--- src/rtl/song_sequencer.sv ---
// Song sequencer: walks a song stored in an external synchronous ROM and drives
// a note divisor to a tone generator.
//
// Each ROM word is {duration[3:0], divisor[15:0]}. A duration of 0 marks the end
// of the song. Each note plays for duration*TICK clocks. It is followed by GAP
// silent clocks, and then the next address is fetched.
//
// Ports:
//   clk       system clock, rising edge
//   rstn      asynchronous active-low reset
//   start     begin playback at address 0 (ignored while busy)
//   stop      abort playback, return to idle without a done pulse
//   loop      sampled at end of song: restart instead of finishing
//   rom_addr  ROM address (ROM data is valid one clock later)
//   rom_data  ROM word {duration, divisor}
//   note      registered divisor, 0 = silence
//   busy      high whenever not idle
//   done      one-cycle pulse at normal end of song
module song_sequencer #(
  parameter int unsigned AW   = 6,
  parameter int unsigned TICK = 1200000,
  parameter int unsigned GAP  = 120000
) (
  input  logic          clk,
  input  logic          rstn,
  input  logic          start,
  input  logic          stop,
  input  logic          loop,
  output logic [AW-1:0] rom_addr,
  input  logic [19:0]   rom_data,
  output logic [15:0]   note,
  output logic          busy,
  output logic          done
);

  localparam int unsigned TW = (TICK > 1) ? $clog2(TICK) : 1;
  localparam int unsigned GW = (GAP > 1) ? $clog2(GAP) : 1;

  localparam logic [TW-1:0] TickLast = TW'(TICK - 1);
  localparam logic [GW-1:0] GapLast  = (GAP > 0) ? GW'(GAP - 1) : '0;
  localparam logic [AW-1:0] AddrLast = '1;

  typedef enum logic [2:0] {
    StIdle,
    StFetch,
    StLoad,
    StPlay,
    StGap
  } state_e;

  state_e        state_q, state_d;
  logic [AW-1:0] addr_q, addr_d;
  logic [15:0]   note_q, note_d;
  logic [3:0]    dur_q, dur_d;
  logic [TW-1:0] tick_q, tick_d;
  logic [GW-1:0] gap_q, gap_d;
  logic          done_q, done_d;

  // Per-cycle events raised by the state decode and resolved below it.
  logic entry_done;  // current entry fully played (note plus gap)
  logic song_end;    // end of song reached
  logic empty_song;  // end marker found at address 0

  always_comb begin
    state_d    = state_q;
    addr_d     = addr_q;
    note_d     = note_q;
    dur_d      = dur_q;
    tick_d     = tick_q;
    gap_d      = gap_q;
    done_d     = 1'b0;
    entry_done = 1'b0;
    song_end   = 1'b0;
    empty_song = 1'b0;

    unique case (state_q)
      StIdle: begin
        if (start && !stop) begin
          state_d = StFetch;
        end
      end

      // ROM latency: data for addr_q appears in StLoad.
      StFetch: begin
        state_d = StLoad;
      end

      StLoad: begin
        if (rom_data[19:16] == 4'd0) begin
          song_end   = 1'b1;
          empty_song = (addr_q == '0);
        end else begin
          note_d  = rom_data[15:0];
          dur_d   = rom_data[19:16];
          tick_d  = '0;
          state_d = StPlay;
        end
      end

      StPlay: begin
        if (tick_q == TickLast) begin
          tick_d = '0;
          dur_d  = dur_q - 4'd1;
          if (dur_q == 4'd1) begin
            note_d = '0;
            if (GAP != 0) begin
              gap_d   = '0;
              state_d = StGap;
            end else begin
              entry_done = 1'b1;
            end
          end
        end else begin
          tick_d = tick_q + TW'(1);
        end
      end

      StGap: begin
        if (gap_q == GapLast) begin
          gap_d      = '0;
          entry_done = 1'b1;
        end else begin
          gap_d = gap_q + GW'(1);
        end
      end

      default: begin
        state_d = StIdle;
      end
    endcase

    // Advance to the next entry, or treat completion of the last address as end of song.
    if (entry_done) begin
      if (addr_q == AddrLast) begin
        song_end = 1'b1;
      end else begin
        addr_d  = addr_q + AW'(1);
        state_d = StFetch;
      end
    end

    // An empty song never loops, so it cannot spin on the marker.
    if (song_end) begin
      addr_d = '0;
      note_d = '0;
      if (loop && !empty_song) begin
        state_d = StFetch;
      end else begin
        state_d = StIdle;
        done_d  = 1'b1;
      end
    end

    // Abort overrides everything, including an end-of-song done pulse.
    if (stop && (state_q != StIdle)) begin
      state_d = StIdle;
      addr_d  = '0;
      note_d  = '0;
      dur_d   = '0;
      tick_d  = '0;
      gap_d   = '0;
      done_d  = 1'b0;
    end
  end

  always_ff @(posedge clk or negedge rstn) begin
    if (!rstn) begin
      state_q <= StIdle;
      addr_q  <= '0;
      note_q  <= '0;
      dur_q   <= '0;
      tick_q  <= '0;
      gap_q   <= '0;
      done_q  <= 1'b0;
    end else begin
      state_q <= state_d;
      addr_q  <= addr_d;
      note_q  <= note_d;
      dur_q   <= dur_d;
      tick_q  <= tick_d;
      gap_q   <= gap_d;
      done_q  <= done_d;
    end
  end

  assign rom_addr = addr_q;
  assign note     = note_q;
  assign busy     = (state_q != StIdle);
  assign done     = done_q;

endmodule

--- config.mk ---
export PLATFORM = sky130hd
export DESIGN_NAME = song_sequencer
export DESIGN_NICKNAME = d
export VERILOG_FILES = /design/src/rtl/song_sequencer.sv
export SDC_FILE = /design/constraint.sdc
export NUM_CORES = 1
export LEC_CHECK = 0
export CAP_MARGIN = 40
export CELL_PAD_IN_SITES_DETAIL_PLACEMENT = 0
export CELL_PAD_IN_SITES_GLOBAL_PLACEMENT = 1
export CORE_ASPECT_RATIO = 1.4
export CORE_MARGIN = 3
export CORE_UTILIZATION = 43
export DETAILED_ROUTE_END_ITERATION = 7
export GPL_TIMING_DRIVEN = 0
export PLACE_DENSITY = 0.89
export RECOVER_POWER = 25
export SLEW_MARGIN = 20
export SYNTH_ARGS = -nofsm -noshare
export SYNTH_HDL_FRONTEND = slang
export SYNTH_SLANG_ARGS = --single-unit
--- constraint.sdc ---
create_clock -name clk -period 2.8 [get_ports clk]
set_input_delay 0.56 -clock clk [delete_from_list [all_inputs] [get_ports clk]]
set_output_delay 0.56 -clock clk [all_outputs]
set_load 0.02 [all_outputs]
# After elaboration in Yosys (flattened, before gate mapping)
# Cells that the tools add are included.
[op_classes] addsub=4 n_eq_ne=15 n_mux=44 reduce_logical=18
[op_table] cell="$mux W16" n=5
[op_table] cell="$mux W17" n=4
[op_table] cell="$mux W21" n=3
[op_table] cell="$pmux W21 S2" n=1
[op_table] cell="$pmux W17 S2" n=1
[op_table] cell="$pmux W16 S2" n=1
[op_table] cell="$mux W3" n=8
[op_table] cell="$mux W6" n=4
[op_table] cell="$add A21 B1 Y21 const B" n=1
[op_table] cell="$eq A21 B21 Y1 const B" n=1
[op_table] cell="$add A17 B1 Y17 const B" n=1
[op_table] cell="$eq A17 B17 Y1 const B" n=1
[op_table] cell="$pmux W3 S5" n=1
[op_table] cell="$mux W1" n=12
[op_table] cell="$mux W4" n=3
[op_table] cell="$ne A4 B4 Y1 const B" n=3
[op_table] cell="$reduce_bool A3 Y1" n=4
[op_table] cell="$ne A3 B3 Y1 const B" n=3
[op_table] cell="$pmux W4 S2" n=1
[op_table] cell="$add A6 B1 Y6 const B" n=1
[op_table] cell="$eq A3 B2 Y1 const B" n=2
[op_table] cell="$eq A6 B6 Y1 const B" n=1
[op_table] cell="$logic_not A6 Y1" n=1
[op_table] cell="$reduce_and A3 Y1" n=2
[op_table] cell="12 further kinds" n=16
[word_totals] register_bits=68 inputBits=25 output_inout_bits=24 wordCells=88

# Depth between registers and ports, before layout
[logic_depth] ltp_word=8 depth_mapped=8 ltp_nobuf=6

# Worst setup path after synthesis
# No wires, ideal clock.
[synth_timing] kind="in2reg" start="input rom_data[16]" end="register addr_q[3] (netlist: rom_addr[3])" setup_time_ns=0.118 t_arrival_ns=2.061 t_required_ns=2.682 slack_ns=0.621 path_stages=7 n_path_buf=2 path_cell_list="or4_1 or3_1 clkbuf_1 o21ai_2 buf_4 nor4b_1 a21o_1"
[synth_via] elab_chain_len=7 elab_cells_between_ends=10 classes_between="1 x eq/ne; 6 x mux; 3 x reduce/logical"
[synth_lines] element="start, declared" line_no="30" source="input logic [19:0] rom_data,"
[synth_lines] element="$logic_not A4 Y1 *" line_no="89" source="if (rom_data[19:16] == 4'd0) begin"
[synth_lines] element="$mux W1 *" line_no="89"
[synth_lines] element="$mux W1 *" line_no="76" source="unique case (state_q)"
[synth_lines] element="$mux W1" line_no="134" source="if (addr_q == AddrLast) begin"
[synth_lines] element="$mux W1 *" line_no="133" source="if (entry_done) begin"
[synth_lines] element="$ne A3 B2 Y1 (no line), or another cell as far along"
[synth_lines] element="$reduce_and A2 Y1 (no line) or $mux W6 (tied branches)"
[synth_lines] element="end signal, assigned" line_no="177" source="addr_q <= addr_d;"
[synth_lines] element="end, declared" line_no="52" source="logic [AW-1:0] addr_q, addr_d;"
# Every way passes the cells marked *; elsewhere a longest branch is shown, timed or not.
# A chain may end at the register's enable or synchronous reset.

# Worst setup path in the final report
[layout_timing] start="input rom_data[16]" end="register tick_q[9]"
[layout_via] elab_chain_len=3
[layout_lines] element="$logic_not A4 Y1" line_no="89"
[layout_lines] element="$ne A3 B3 Y1 (no line)"
[layout_lines] element="$reduce_and A2 Y1 (no line)"
[layout_lines] element="end signal, assigned" line_no="180" source="tick_q <= tick_d;"
[layout_lines] element="end, declared" line_no="55" source="logic [TW-1:0] tick_q, tick_d;"
# Every way passes these cells.

==> summary.txt <==
Floorplan
  • Die Wd: between 80 and 90 µm
  • Full die area: just over 0.01 mm²
  • Num rows: 40
  • Ports: between 40 and 50
  • Initial Utilization: 0.446
  • Core region area: slightly below 0.009 mm²
  • Die H: 118 µm

Run status
  • Run status: complete, no violations

Clock network
  • Post-CTS Setup Bufs: 0
  • # resized after CTS: 0
  • Max Root-Sink Buffers: 2
  • CTS H-tree lvls: 3
  • Clock-pin slew on the worst setup and hold paths: about 0.060 ns
  • Worst skew pair latency: between 0.3 and 0.4 ns
  • Clk sink count: 68
  • Cts hold-fix bufs: 0
  • Clk root buf: clkbuf_16
  • CTS tree: built
  • Number of buffers created by CTS: 9

STA
  • Fmax: around 380 MHz
  • Final Max Slew Viols: 0
  • Measured slew at the worst slew-check pin: around 1.3 ns
  • Final setup fails: 0
  • Rel. slew slack: 0.125
  • Tcrit/Tclk final: 0.945
  • Setup Skew: 0.00656 ns
  • Final min period: 2.65 ns
  • RSZ-0062 raised after global routing: no
  • Hold Vio Cnt, Final: 0

Worst setup path
  • Worst Setup Start Kind: primary input
  • Crit path kind: in -> reg
  • Crit Path Max Fanout: 10
  • CP arrival: just under 3 ns
  • R2R Setup Slk: about 0.36 ns
  • CP Capture Type: register
  • Required time of the critical path: 3.04 ns

Logic synthesis
  • Sequential area share after synthesis: 0.438
  • Ys async rst share: 1.00
  • Area share of the largest cell type after synthesis: 0.438
  • Number of synthesized register bits: 68
  • Syn nets: around 460
  • Distinct cells, synth: 62
  • Top post-synthesis cells by area: dfrtp_1 (44%), nand2_1 (4.9%), a21oi_1 (4.9%), nand3_1 (3.2%), o21ai_0 (3.1%)
  • Mapped Area: 0.00389 mm²
  • Post-Syn Area per Cell: around 9 µm²
  • Syn Inst Count: between 400 and 500
  • Number of synthesized flops with an enable pin: 0
  • Ys Warns: 0
  • Largest area contributor in the netlist: dfrtp_1
  • Post-synth top flop: dfrtp_1

Drt
  • DRT Pass-1 Iters: 5
  • DR vias/cell: between 6 and 7
  • Post-DRT Antenna Nets: 0
  • Initial drt markers: between 200 and 250
  • DR WL/cell: ~17 µm
  • Drt total wl: around 10 mm
  • Vias: 3673
  • # DRC: 0

GRT
  • Vias in the first global route: around 3700
  • Largest net degree at the start of global routing: 52
  • Total global routing overflow: 0
  • Global-route wire length before repair: approximately 17 mm
  • Gr usage total: 0.211
  • Initial antenna violation count: 0

Power
  • Flop pwr share: 0.341
  • Net switching power: ~1300 µW
  • Net Sw Frac: 0.348
  • Cell Int Power: 2360 µW
  • Clock Power Share: 0.320
  • P per Cell Area: 754 mW/mm²
  • VDD IR max: ~0.57 mV
  • Comb pwr share: 0.338
  • Final total power: approximately 3600 µW
  • P_leak: 0.00200 µW

Cells and area
  • Share of layout cells above drive strength 1: 0.0827
  • Util after Layout: 0.552
  • Final #Nets: 522
  • Most frequent cells in the layout: dfrtp_1 (68), nand2_1 (51), clkdlybuf4s50_1 (47)
  • Commonest non-fill, non-tap cell in the layout: dfrtp_1
  • Antenna fix cells: 0
  • FILL cells: 840
  • Layout area overhead: 23.7%
  • Area of the multi-input gates: 0.00204 mm²
  • Final instance area: 0.00481 mm²
  • FF+latch area: roughly 0.0017 mm²

Place
  • Dpl hpwl: 7.43 mm
  • Final GP Congestion: 0.872
  • I/O Buffers: 48
  • Cell Area, Placed: between 0.004 and 0.005 mm²

Flow run
  • Max_cap viols: 0

Worst hold path
  • Worst hold path class: in -> async
[power by group through the flow]
stage          combinational (µW)  sequential [µW]  clock [µW]
2_1_floorplan                 610             1360           0
3_3_place_gp                 1210             1250           0
3_5_place_dp                 1230             1250           0
4_1_cts                      1240             1240        1170
5_1_grt                      1330             1260        1220
6_report                     1230             1240        1160
[registers in the layout (all words and copies together), names as in the netlist]
| register | count |
|---|---|
| tick_q | 21 |
| gap_q | 17 |
| note | 16 |
| rom_addr | 6 |
| dur_q | 4 |
| state_q | 3 |
| done | 1 |
[metal layers]
metal	up-vias	global-route usage	routed length, µm
met1	1829	0.249	4190
met3	16	0.0349	386
met4	0	0.0955	187
met5	-	0	0
met2	95	0.367	5680
li1	1733	-	-
[Yosys cell counts (all sizes together) (7+ instances only)]
library cell,number
and3,16
nand4,11
xnor2,7
dfrtp,68
buf,8
nand3,25
a22o,8
a21oi,38
nor2,22
nor4,8
inv,9
nand2,51
a31oi,11
a21o,7
clkbuf,12
o21ai,29
nor3,13
[through the flow]
step | setup TNS [ns] | setup WS [ns] | hold slack [ns] | std cells
after floorplan | 0 | 0.621 | 0.264 | 430
after global placement | -88.71 | -1.28 | 0.506 | 583
after detailed placement | -2.48 | -0.189 | 0.456 | 585
after CTS | 0 | 0.152 | 0.102 | 601
after global routing | 0 | 0.0404 | 0.437 | 601
final | 0 | 0.153 | 0.358 | 601
[path summary, 6_finish.rpt]
kind / start / end / cells after the start
worst max-delay path: rom_data[16] / tick_q[9]$_DFFE_PN0P_ / 7
worst min-delay path: rstn / rom_addr[5]$_DFFE_PN0P_ / 1
worst max register to register: gap_q[6]$_DFFE_PN0P_ / gap_q[11]$_DFFE_PN0P_ / 6
worst min register to register: tick_q[10]$_DFFE_PN0P_ / tick_q[10]$_DFFE_PN0P_ / 1
max in group asynchronous: rstn / note[15]$_DFFE_PN0P_ / 2
min in group clk: tick_q[10]$_DFFE_PN0P_ / tick_q[10]$_DFFE_PN0P_ / 1
[final cells by class]
type | instances | area share
multi-input combinational | 333 | 0.424
clock buffer | 12 | 0.0534
buffer | 20 | 0.0234
clock inverter | 4 | 0.00989
sequential | 68 | 0.354
inverter | 9 | 0.00703
tap | 105 | 0.0273
timing repair buffer | 50 | 0.101
[worst max-delay path, cell delays in order]
cell and delay (ns):
clkdlybuf4s50_1 0.42, or4_1 0.62, o21ai_1 0.50, and2_1 0.29, buf_2 0.26, a21oi_1 0.06, o21ai_0 0.18
[kinds of logic (layout without fill, tap and decap cells)]
logic type | after synthesis | count (layout) | synth area share
flip-flops | 68 | 68 | 0.438
buffers and inverters | 29 | 95 | 0.0377
AO/OA/AOI/OAI | 122 | 122 | 0.203
adder cells (fa/ha/maj) | 6 | 6 | 0.0193
XOR/XNOR | 9 | 9 | 0.0203
AND/OR/NAND/NOR | 190 | 190 | 0.265
multiplexers | 6 | 6 | 0.0171
Power figures use the tool's default switching activity.
